File: src/rtl/uart_comm_pkg.sv
// Shared types and constants for the serial command front end.
// Holds the TX/RX/assembler state encodings and frame geometry.
package uart_pkg;

  localparam int FRAME_BITS       = 10;
  localparam int DATA_BITS        = 8;
  localparam int BAUD_DIV_DEFAULT = 2604;

  typedef enum logic {TX_IDLE = 1'b0, TX_XMIT = 1'b1} tx_state_e;
  typedef enum logic {RX_IDLE = 1'b0, RX_RECV = 1'b1} rx_state_e;
  typedef enum logic [1:0] {
    BYTE_HI  = 2'd0,
    BYTE_MID = 2'd1,
    BYTE_LO  = 2'd2
  } cmd_state_e;

endpackage

File: src/rtl/uart_comm_uart.sv
// Full-duplex 8N1 UART: independent TX and RX halves sharing only the clock.
// RX samples mid-bit after a 2-flop synchronizer; rx_start marks entry into RECV.
module uart
  import uart_pkg::*;
#(
  parameter int BAUD_DIV = BAUD_DIV_DEFAULT
) (
  input  logic       clk,
  input  logic       rst,
  input  logic       RX,
  input  logic       trmt,
  input  logic [7:0] tx_data,
  output logic       TX,
  output logic       tx_done,
  output logic [7:0] rx_data,
  output logic       rx_rdy,
  output logic       rx_start
);

  localparam int CW = $clog2(BAUD_DIV);

  tx_state_e              tx_state_q, tx_state_d;
  logic [CW-1:0]          tx_cnt_q, tx_cnt_d;
  logic [3:0]             tx_bit_q, tx_bit_d;
  logic [DATA_BITS:0]     tx_shift_q, tx_shift_d;
  logic                   tx_q, tx_d;
  logic                   tx_done_q, tx_done_d;

  rx_state_e              rx_state_q, rx_state_d;
  logic                   rx_sync1_q, rx_sync2_q, rx_prev_q;
  logic [CW-1:0]          rx_cnt_q, rx_cnt_d;
  logic [3:0]             rx_bit_q, rx_bit_d;
  logic [DATA_BITS-1:0]   rx_shift_q, rx_shift_d;
  logic                   rx_rdy_q, rx_rdy_d;
  logic                   rx_start_q, rx_start_d;

  always_ff @(posedge clk) begin
    if (rst) begin
      tx_state_q <= TX_IDLE;
      tx_cnt_q   <= '0;
      tx_bit_q   <= 4'd0;
      tx_shift_q <= '1;
      tx_q       <= 1'b1;
      tx_done_q  <= 1'b0;
      rx_state_q <= RX_IDLE;
      rx_sync1_q <= 1'b1;
      rx_sync2_q <= 1'b1;
      rx_prev_q  <= 1'b1;
      rx_cnt_q   <= '0;
      rx_bit_q   <= 4'd0;
      rx_shift_q <= '0;
      rx_rdy_q   <= 1'b0;
      rx_start_q <= 1'b0;
    end else begin
      tx_state_q <= tx_state_d;
      tx_cnt_q   <= tx_cnt_d;
      tx_bit_q   <= tx_bit_d;
      tx_shift_q <= tx_shift_d;
      tx_q       <= tx_d;
      tx_done_q  <= tx_done_d;
      rx_state_q <= rx_state_d;
      rx_sync1_q <= RX;
      rx_sync2_q <= rx_sync1_q;
      rx_prev_q  <= rx_sync2_q;
      rx_cnt_q   <= rx_cnt_d;
      rx_bit_q   <= rx_bit_d;
      rx_shift_q <= rx_shift_d;
      rx_rdy_q   <= rx_rdy_d;
      rx_start_q <= rx_start_d;
    end
  end

  // Shift register carries data then the stop bit; the start bit is driven on acceptance.
  always_comb begin
    tx_state_d = tx_state_q;
    tx_cnt_d   = tx_cnt_q;
    tx_bit_d   = tx_bit_q;
    tx_shift_d = tx_shift_q;
    tx_d       = tx_q;
    tx_done_d  = tx_done_q;
    case (tx_state_q)
      TX_IDLE: begin
        if (trmt) begin
          tx_state_d = TX_XMIT;
          tx_shift_d = {1'b1, tx_data};
          tx_cnt_d   = '0;
          tx_bit_d   = 4'd0;
          tx_d       = 1'b0;
          tx_done_d  = 1'b0;
        end else begin
          tx_state_d = TX_IDLE;
        end
      end
      TX_XMIT: begin
        if (tx_cnt_q == CW'(BAUD_DIV - 1)) begin
          tx_cnt_d = '0;
          if (tx_bit_q == 4'(FRAME_BITS - 1)) begin
            tx_state_d = TX_IDLE;
            tx_d       = 1'b1;
            tx_done_d  = 1'b1;
          end else begin
            tx_d       = tx_shift_q[0];
            tx_shift_d = {1'b1, tx_shift_q[DATA_BITS:1]};
            tx_bit_d   = tx_bit_q + 4'd1;
          end
        end else begin
          tx_cnt_d = tx_cnt_q + CW'(1);
        end
      end
      default: tx_state_d = TX_IDLE;
    endcase
  end

  // Start bit is shifted in too and pushed out by the 8 data bits; stop sample only ends the frame.
  always_comb begin
    rx_state_d = rx_state_q;
    rx_cnt_d   = rx_cnt_q;
    rx_bit_d   = rx_bit_q;
    rx_shift_d = rx_shift_q;
    rx_rdy_d   = 1'b0;
    rx_start_d = 1'b0;
    case (rx_state_q)
      RX_IDLE: begin
        if (rx_prev_q && !rx_sync2_q) begin
          rx_state_d = RX_RECV;
          rx_cnt_d   = CW'(BAUD_DIV / 2 - 1);
          rx_bit_d   = 4'd0;
          rx_start_d = 1'b1;
        end else begin
          rx_state_d = RX_IDLE;
        end
      end
      RX_RECV: begin
        if (rx_cnt_q == '0) begin
          rx_cnt_d = CW'(BAUD_DIV - 1);
          if (rx_bit_q == 4'(FRAME_BITS - 1)) begin
            rx_state_d = RX_IDLE;
            rx_rdy_d   = 1'b1;
          end else begin
            rx_shift_d = {rx_sync2_q, rx_shift_q[DATA_BITS-1:1]};
            rx_bit_d   = rx_bit_q + 4'd1;
          end
        end else begin
          rx_cnt_d = rx_cnt_q - CW'(1);
        end
      end
      default: rx_state_d = RX_IDLE;
    endcase
  end

  assign TX       = tx_q;
  assign tx_done  = tx_done_q;
  assign rx_data  = rx_shift_q;
  assign rx_rdy   = rx_rdy_q;
  assign rx_start = rx_start_q;

endmodule

File: src/rtl/uart_comm.sv
// Serial command front end: UART plus an assembler packing three received
// bytes, MSB byte first, into a 24-bit command word.
module uart_comm
  import uart_pkg::*;
#(
  parameter int BAUD_DIV = BAUD_DIV_DEFAULT
) (
  input  logic        clk,
  input  logic        rst,
  input  logic        RX,
  input  logic        trmt,
  input  logic [7:0]  tx_data,
  input  logic        clr_cmd_rdy,
  output logic        TX,
  output logic        tx_done,
  output logic [23:0] cmd,
  output logic        cmd_rdy
);

  logic [7:0]  rx_data;
  logic        rx_rdy;
  logic        rx_start;
  cmd_state_e  state_q, state_d;
  logic [23:0] cmd_q, cmd_d;
  logic        cmd_rdy_q, cmd_rdy_d;

  uart #(.BAUD_DIV(BAUD_DIV)) u_uart (
    .clk     (clk),
    .rst     (rst),
    .RX      (RX),
    .trmt    (trmt),
    .tx_data (tx_data),
    .TX      (TX),
    .tx_done (tx_done),
    .rx_data (rx_data),
    .rx_rdy  (rx_rdy),
    .rx_start(rx_start)
  );

  always_ff @(posedge clk) begin
    if (rst) begin
      state_q   <= BYTE_HI;
      cmd_q     <= 24'h000000;
      cmd_rdy_q <= 1'b0;
    end else begin
      state_q   <= state_d;
      cmd_q     <= cmd_d;
      cmd_rdy_q <= cmd_rdy_d;
    end
  end

  // Completion of the low byte takes priority over any clear in the same cycle.
  always_comb begin
    state_d   = state_q;
    cmd_d     = cmd_q;
    cmd_rdy_d = cmd_rdy_q;
    if (rx_rdy) begin
      case (state_q)
        BYTE_HI: begin
          cmd_d[23:16] = rx_data;
          state_d      = BYTE_MID;
        end
        BYTE_MID: begin
          cmd_d[15:8] = rx_data;
          state_d     = BYTE_LO;
        end
        BYTE_LO: begin
          cmd_d[7:0] = rx_data;
          state_d    = BYTE_HI;
        end
        default: state_d = BYTE_HI;
      endcase
    end else begin
      state_d = state_q;
    end
    if (rx_rdy && (state_q == BYTE_LO)) begin
      cmd_rdy_d = 1'b1;
    end else if (clr_cmd_rdy || rx_start) begin
      cmd_rdy_d = 1'b0;
    end else begin
      cmd_rdy_d = cmd_rdy_q;
    end
  end

  assign cmd     = cmd_q;
  assign cmd_rdy = cmd_rdy_q;

endmodule

File: config.mk
export PLATFORM = sky130hd
export DESIGN_NAME = uart_comm
export DESIGN_NICKNAME = d
export VERILOG_FILES = /design/src/rtl/uart_comm_pkg.sv /design/src/rtl/uart_comm_uart.sv /design/src/rtl/uart_comm.sv
export SDC_FILE = /design/constraint.sdc
export NUM_CORES = 1
export LEC_CHECK = 0
export CORE_MARGIN = 2
export CORE_UTILIZATION = 45
export DETAILED_ROUTE_END_ITERATION = 8
export MAX_ROUTING_LAYER = met4
export PLACE_DENSITY = 0.75
export SYNTH_ARGS = -nofsm -noshare
export SYNTH_HDL_FRONTEND = slang
export SYNTH_SLANG_ARGS = --single-unit
File: constraint.sdc
create_clock -name clk -period 2.3 [get_ports clk]
set_input_delay 0.46 -clock clk [delete_from_list [all_inputs] [get_ports clk]]
set_output_delay 0.46 -clock clk [all_outputs]
set_load 0.01 [all_outputs]
==> flow_summary.ini, run 1 <==
[outcome]
outcome = completed

[detailed_routing]
route.detailed.drc = 0
viasPerCell = 5.36
ant_nets = 0
firstDrtPassIters = 4
via_count = 3028
wl_mm = 7.52
routedWlPerCell_um = 13.3
drt_iter0_markers = 188

[die]
io_pins = 40
initial_core_util_pct = 46.3
die_area_mm2 = 0.00915
coreArea_mm2 = 0.00818
die_y_um = 95.7
die_width_um = 95.7
num_rows = 33

[global_route]
grt_usage_pct = 18.7
grt_max_degree = 64
grt_pass1_vias = 2816
antenna_found_initial = 0
grt_pass1_wl_mm = 13.2
grt_overflow = 0

[yosys]
yosys.area.top_type_share_pct = 44.5
synth.avg_cell_area_um2 = 9.18
yosysSeqAreaShare_pct = 44.5
synth_nets = 432
synthTopCellsByArea = dfxtp_1 (44%), mux2i_1 (12%), nor2_1 (5.1%)
synth_ff_type = dfxtp_1
yosysUniqueCellTypes = 53
synth-edff-count = 0
synth_largest_area_cell = dfxtp_1
async_flop_share_pct = 0
synth.yosys.warnings = 0
syn_area_mm2 = 0.00378
postSynthCellCount = 412
synth.ff_latch_count = 84

[final_layout]
nets = 475
drive_gt1_share_pct = 10.4
diodes = 0
finalInstanceArea_mm2 = 0.00456
nFillCells = 718
area_growth_pct = 20.6

[job]
drv_cap = 0

[sta]
slew_headroom_pct = 51.5
period_needed_ns = 1.94
finalCritPeriodShare_pct = 84.6
fin_hold_ws_ns = 0.351
worst_pin_slew_ns = 0.727
fmax_ghz = 0.514
finalSetupViolations = 0
clock_skew_ns = 0.00645
drv_slew = 0
rsz0062_at_grt = false
final_hold_viol_count = 0

[pwr]
power_uw = 3020
vdd_ir_drop_max_mv = 0.357
p_leak_uw = 0.00188
powerDensity_mw_per_mm2 = 663

[place]
place_hpwl_mm = 5.19
portBuffers = 39
placed_area_mm2 = 0.00433
gp_congestion = 0.816

[worst_setup_path]
worst_ep_arrival_time_ns = 2.22
crit_family = compound AO/OA/AOI/OAI gates
crit_required_ns = 2.58
critPathCaptureType = register
worst_setup_path_start_kind = register
cp_cell_sequence = ha_1, and4b_1, and3_1, a21oi_2, mux2i_1
critPathSlowestCell = a21oi_2
slowest_delay_ns = 0.60
crit_type = reg -> reg
cp_num_buf_inv = 0
path_max_fanout = 10

[hold_path]
hold_path_class = in -> reg

[clock_tree]
clock_path_buffers = 2
h-tree-depth = 3
cts_tree = done
cts_hold_buf = 0
clkTransAtPathRegs_ns = 0.08
clockRootBuffer = clkbuf_8
clock-sinks = 84
cts_made_buffers = 9
clk_latency_ns = 0.35
[area by class of cell]
type	count	area, µm²	area share (%)
multi-input cells	294	1960	43.0
repair buffers	55	518	11.4
inverters	11	41.3	0.905
clock buffers	10	138	3.02
well taps	105	131	2.88
clock inverters	6	87.6	1.92
flip-flops and latches	84	1680	36.9
[what timing repair did]
item / 4_1_cts / 5_1_grt
setup endpoints to repair: 2 / 0
gates resized for setup: 1 / 0
buffers inserted: 0 / 0
[Yosys cell counts (all sizes together) (2+ instances only)]
master	instances
a211oi	8
a21o	3
a21oi	19
a22o	4
a31oi	9
a41oi	2
and2	10
and3	5
buf	8
clkbuf	15
dfxtp	84
ha	7
inv	11
mux2	4
mux2i	46
nand2	23
nand2b	13
nand3	14
nand3b	4
nand4	4
nand4b	4
nor2	51
nor3	13
nor3b	4
nor4	6
nor4b	3
o21ai	6
o31ai	4
or2	4
or3	8
xor2	3
[registers in the layout, summed over array words and instances (netlist names), 2 cells and up]
name	count
u_uart.tx_bit_q	4
u_uart.rx_cnt_q	12
state_q	2
u_uart.rx_bit_q	4
u_uart.tx_shift_q	8
cmd	24
u_uart.rx_data	8
u_uart.tx_cnt_q	12
[report_power, final]
part           internal [µW]  switching (µW)
Sequential              1490            41.9
Combinational            157             179
Clock                    641             514
[worst register-to-register path: stages, from the launching register on]
cell and delay (ns):
dfxtp_1 0.37, ha_1 0.22, and4b_1 0.24, and3_1 0.20, a21oi_2 0.60, mux2i_1 0.26
[metal layers]
metal	track usage, %	vias up	wire [µm]
li1	-	1554	-
met1	24.4	1407	3620
met2	28.5	58	3570
met3	5.22	9	276
met4	5.36	0	64
met5	-	-	0
[through the flow]
step / setup TNS (ns) / std cells / setup WS (ns) / utilization, %
global placement: 0 / 549 / 0.0488 / 53.0
detailed placement: -0.237 / 549 / -0.0460 / 53.0
global route: 0 / 565 / 0.187 / 55.8
floorplan: 0 / 412 / 0.600 / -
finish: 0 / 565 / 0.355 / 55.8
CTS: 0 / 565 / 0.350 / 55.8
[worst paths after layout]
kind | startpoint | end | slack (ns) | depth (start not counted)
setup / recovery | u_uart.tx_cnt_q[1] | u_uart.tx_shift_q[6] | 0.36 | 5
hold / removal | rst | u_uart.tx_cnt_q[1] | 0.35 | 2
setup reg to reg | u_uart.tx_cnt_q[1] | u_uart.tx_shift_q[6] | 0.36 | 5
hold reg to reg | u_uart.rx_sync1_q | u_uart.rx_sync2_q | 0.42 | 1
[kinds of logic (layout without fill, tap and decap cells)]
kind of cell | count (synthesis) | in the layout | synth area share, %
compound gates | 62 | 62 | 10.8
fa+ha+maj | 7 | 7 | 2.32
buf+inv | 34 | 82 | 3.71
simple gates | 172 | 172 | 24.5
mux | 50 | 50 | 13.6
xor+xnor | 3 | 3 | 0.695
flops | 84 | 84 | 44.5
[cell usage in the layout, fill, tap and decap left out, types with 5 or more instances in the layout]
cell type	netlist	routed
and2_1	9	9
ha_1	7	7
nor4_1	5	5
nand2b_1	13	13
clkdlybuf4s50_1	0	38
buf_4	0	15
a21oi_1	19	18
o21ai_0	6	6
inv_1	11	11
dfxtp_1	84	84
a31oi_1	9	9
nor3_1	13	13
clkbuf_8	0	10
nand2_1	23	23
nor2_1	51	51
mux2i_1	46	46
nand3_1	13	13
or3_1	8	8
a211oi_1	8	8
Note: power is estimated with default switching activity, not from simulation.
==> run 2, diff against run 1 <==
--- a/config.mk
+++ b/config.mk
@@ -9,7 +9,7 @@
 export CORE_UTILIZATION = 45
 export DETAILED_ROUTE_END_ITERATION = 8
 export MAX_ROUTING_LAYER = met4
-export PLACE_DENSITY = 0.75
+export PLACE_DENSITY = 0.77
 export SYNTH_ARGS = -nofsm -noshare
 export SYNTH_HDL_FRONTEND = slang
 export SYNTH_SLANG_ARGS = --single-unit
==> constraint.sdc (replaced) <==
create_clock -name clk -period 1.7 [get_ports clk]
set_input_delay 0.34 -clock clk [delete_from_list [all_inputs] [get_ports clk]]
set_output_delay 0.34 -clock clk [all_outputs]
set_load 0.01 [all_outputs]
==> flow_summary.ini, run 2 (same netlist as run 1, synthesis figures left out) <==
[outcome]
outcome = completed

[global_route]
grt_usage_pct = 19.4
grt_pass1_vias = 3024
grt_pass1_wl_mm = 13.6
grt_max_degree = 51
antenna_found_initial = 0
grt_overflow = 0

[sta]
fmax_ghz = 0.623
clock_skew_ns = 0.0151
finalSetupViolations = 0
period_needed_ns = 1.61
slew_headroom_pct = 68.2
fin_hold_ws_ns = 0.269
fin_ws_ns = 0.0938
rsz0062_at_grt = false
finalCritPeriodShare_pct = 94.5
final_hold_viol_count = 0
worst_pin_slew_ns = 0.470
drv_slew = 0

[final_layout]
final_util_pct = 57.7
largest_reg_flops = 24
final_cell_mix = dfxtp_1 (83), nor2_1 (51), mux2i_1 (46), clkdlybuf4s50_1 (38), buf_4 (34)
nets = 495
layout_commonest_cell = dfxtp_1
area_growth_pct = 24.7
final_cells = 585
diodes = 0
drive_gt1_share_pct = 14.8

[place]
gp_congestion = 0.891
pre_cts_ws_ns = -0.00122
place_hpwl_mm = 5.73
portBuffers = 39
dpl.cell_count = 569

[worst_setup_path]
r2r_cells = 6
worst_setup_path_start_kind = register
r2r-start = u_uart.tx_cnt_q[0]
crit_type = reg -> reg
slowest_delay_ns = 0.36
path_max_fanout = 5
worst_ep_arrival_time_ns = 1.89
critPathSlowestCell = or3_1
cp-startpoint = u_uart.tx_cnt_q[0]
crit_required_ns = 1.99
worst_r2r_endpoint = u_uart.tx_cnt_q[6]
critPathCaptureType = register
reg2reg_slack_ns = 0.09
cp_cell_sequence = ha_2, and4b_1, and3_4, buf_4, or3_1, mux2i_1

[pwr]
powerDensity_mw_per_mm2 = 866
vdd_ir_drop_max_mv = 0.547
p_leak_uw = 0.00196

[clock_tree]
cts_resized = 0
post_cts_buffers = 0
clockRootBuffer = clkbuf_8
h-tree-depth = 3
clk_latency_ns = 0.36
clkTransAtPathRegs_ns = 0.09
cts_made_buffers = 9
clock-sinks = 84
cts_tree = done
clock_path_buffers = 2
cts_hold_buf = 0

[die]
coreArea_mm2 = 0.00818
die_area_mm2 = 0.00915
io_pins = 40
die_width_um = 95.7
die_y_um = 95.7
initial_core_util_pct = 46.3
num_rows = 33

[detailed_routing]
via_count = 3131
wl_mm = 7.99
drt_iter0_markers = 153
routedWlPerCell_um = 13.7
route.detailed.drc = 0
viasPerCell = 5.35
ant_nets = 0
firstDrtPassIters = 4

[hold_path]
holdPathStages = 2
hold_path_class = in -> reg
hold_start = rst
holdPathEnd = u_uart.tx_cnt_q[2]

[job]
drv_cap = 0
[run 2: cell type report]
| cell class | instances | area (µm²) |
|---|---|---|
| well taps | 105 | 131 |
| inverters | 11 | 41.3 |
| clock inverters | 7 | 83.8 |
| clock buffers | 9 | 124 |
| fillers | 730 | 3460 |
| flip-flops and latches | 84 | 1680 |
| multi-input cells | 294 | 1970 |
| repair buffers | 75 | 681 |
[run 2: worst max-delay path by stage]
stage                                end  slack (ns)  cells past startpoint
finish                u_uart.tx_cnt_q[6]        0.09                      6
CTS                 u_uart.tx_shift_q[2]        0.04                      6
floorplan             u_uart.tx_bit_q[0]     0.00006                      7
detailed placement  u_uart.tx_shift_q[2]      -0.001                      5
global route          u_uart.rx_bit_q[3]        0.02                      4
global placement    u_uart.tx_shift_q[4]        0.08                      5
[run 2: stage by stage]
stage	TNS (ns)	cell area [µm²]	power, µW
after floorplan	0	3780	2430
after global placement	0	4490	2620
after detailed placement	-0.00122	4490	2630
after CTS	0	4700	4120
after global routing	0	4710	4270
final	0	4710	4080
[run 2: critical path: cells and delay by family, from the launching register on]
family	cells	cell delay [ns]
AND/OR/NAND/NOR	3	0.76
flip-flops	1	0.33
adder cells (fa/ha/maj)	1	0.18
buffers and inverters	1	0.14
multiplexers	1	0.12
[run 2: power breakdown]
part           total (µW)  internal (µW)  switching [µW]
logic                 523            263             261
clock network        1490            704             787
registers            2070           2020            49.7
[run 2: layer usage]
layer | wire length, µm | vias to the layer above | GRT usage, %
li1 | - | 1599 | -
met1 | 3780 | 1468 | 23.6
met2 | 3860 | 52 | 31.3
met3 | 270 | 12 | 5.85
met4 | 84 | 0 | 5.48
met5 | 0 | - | -
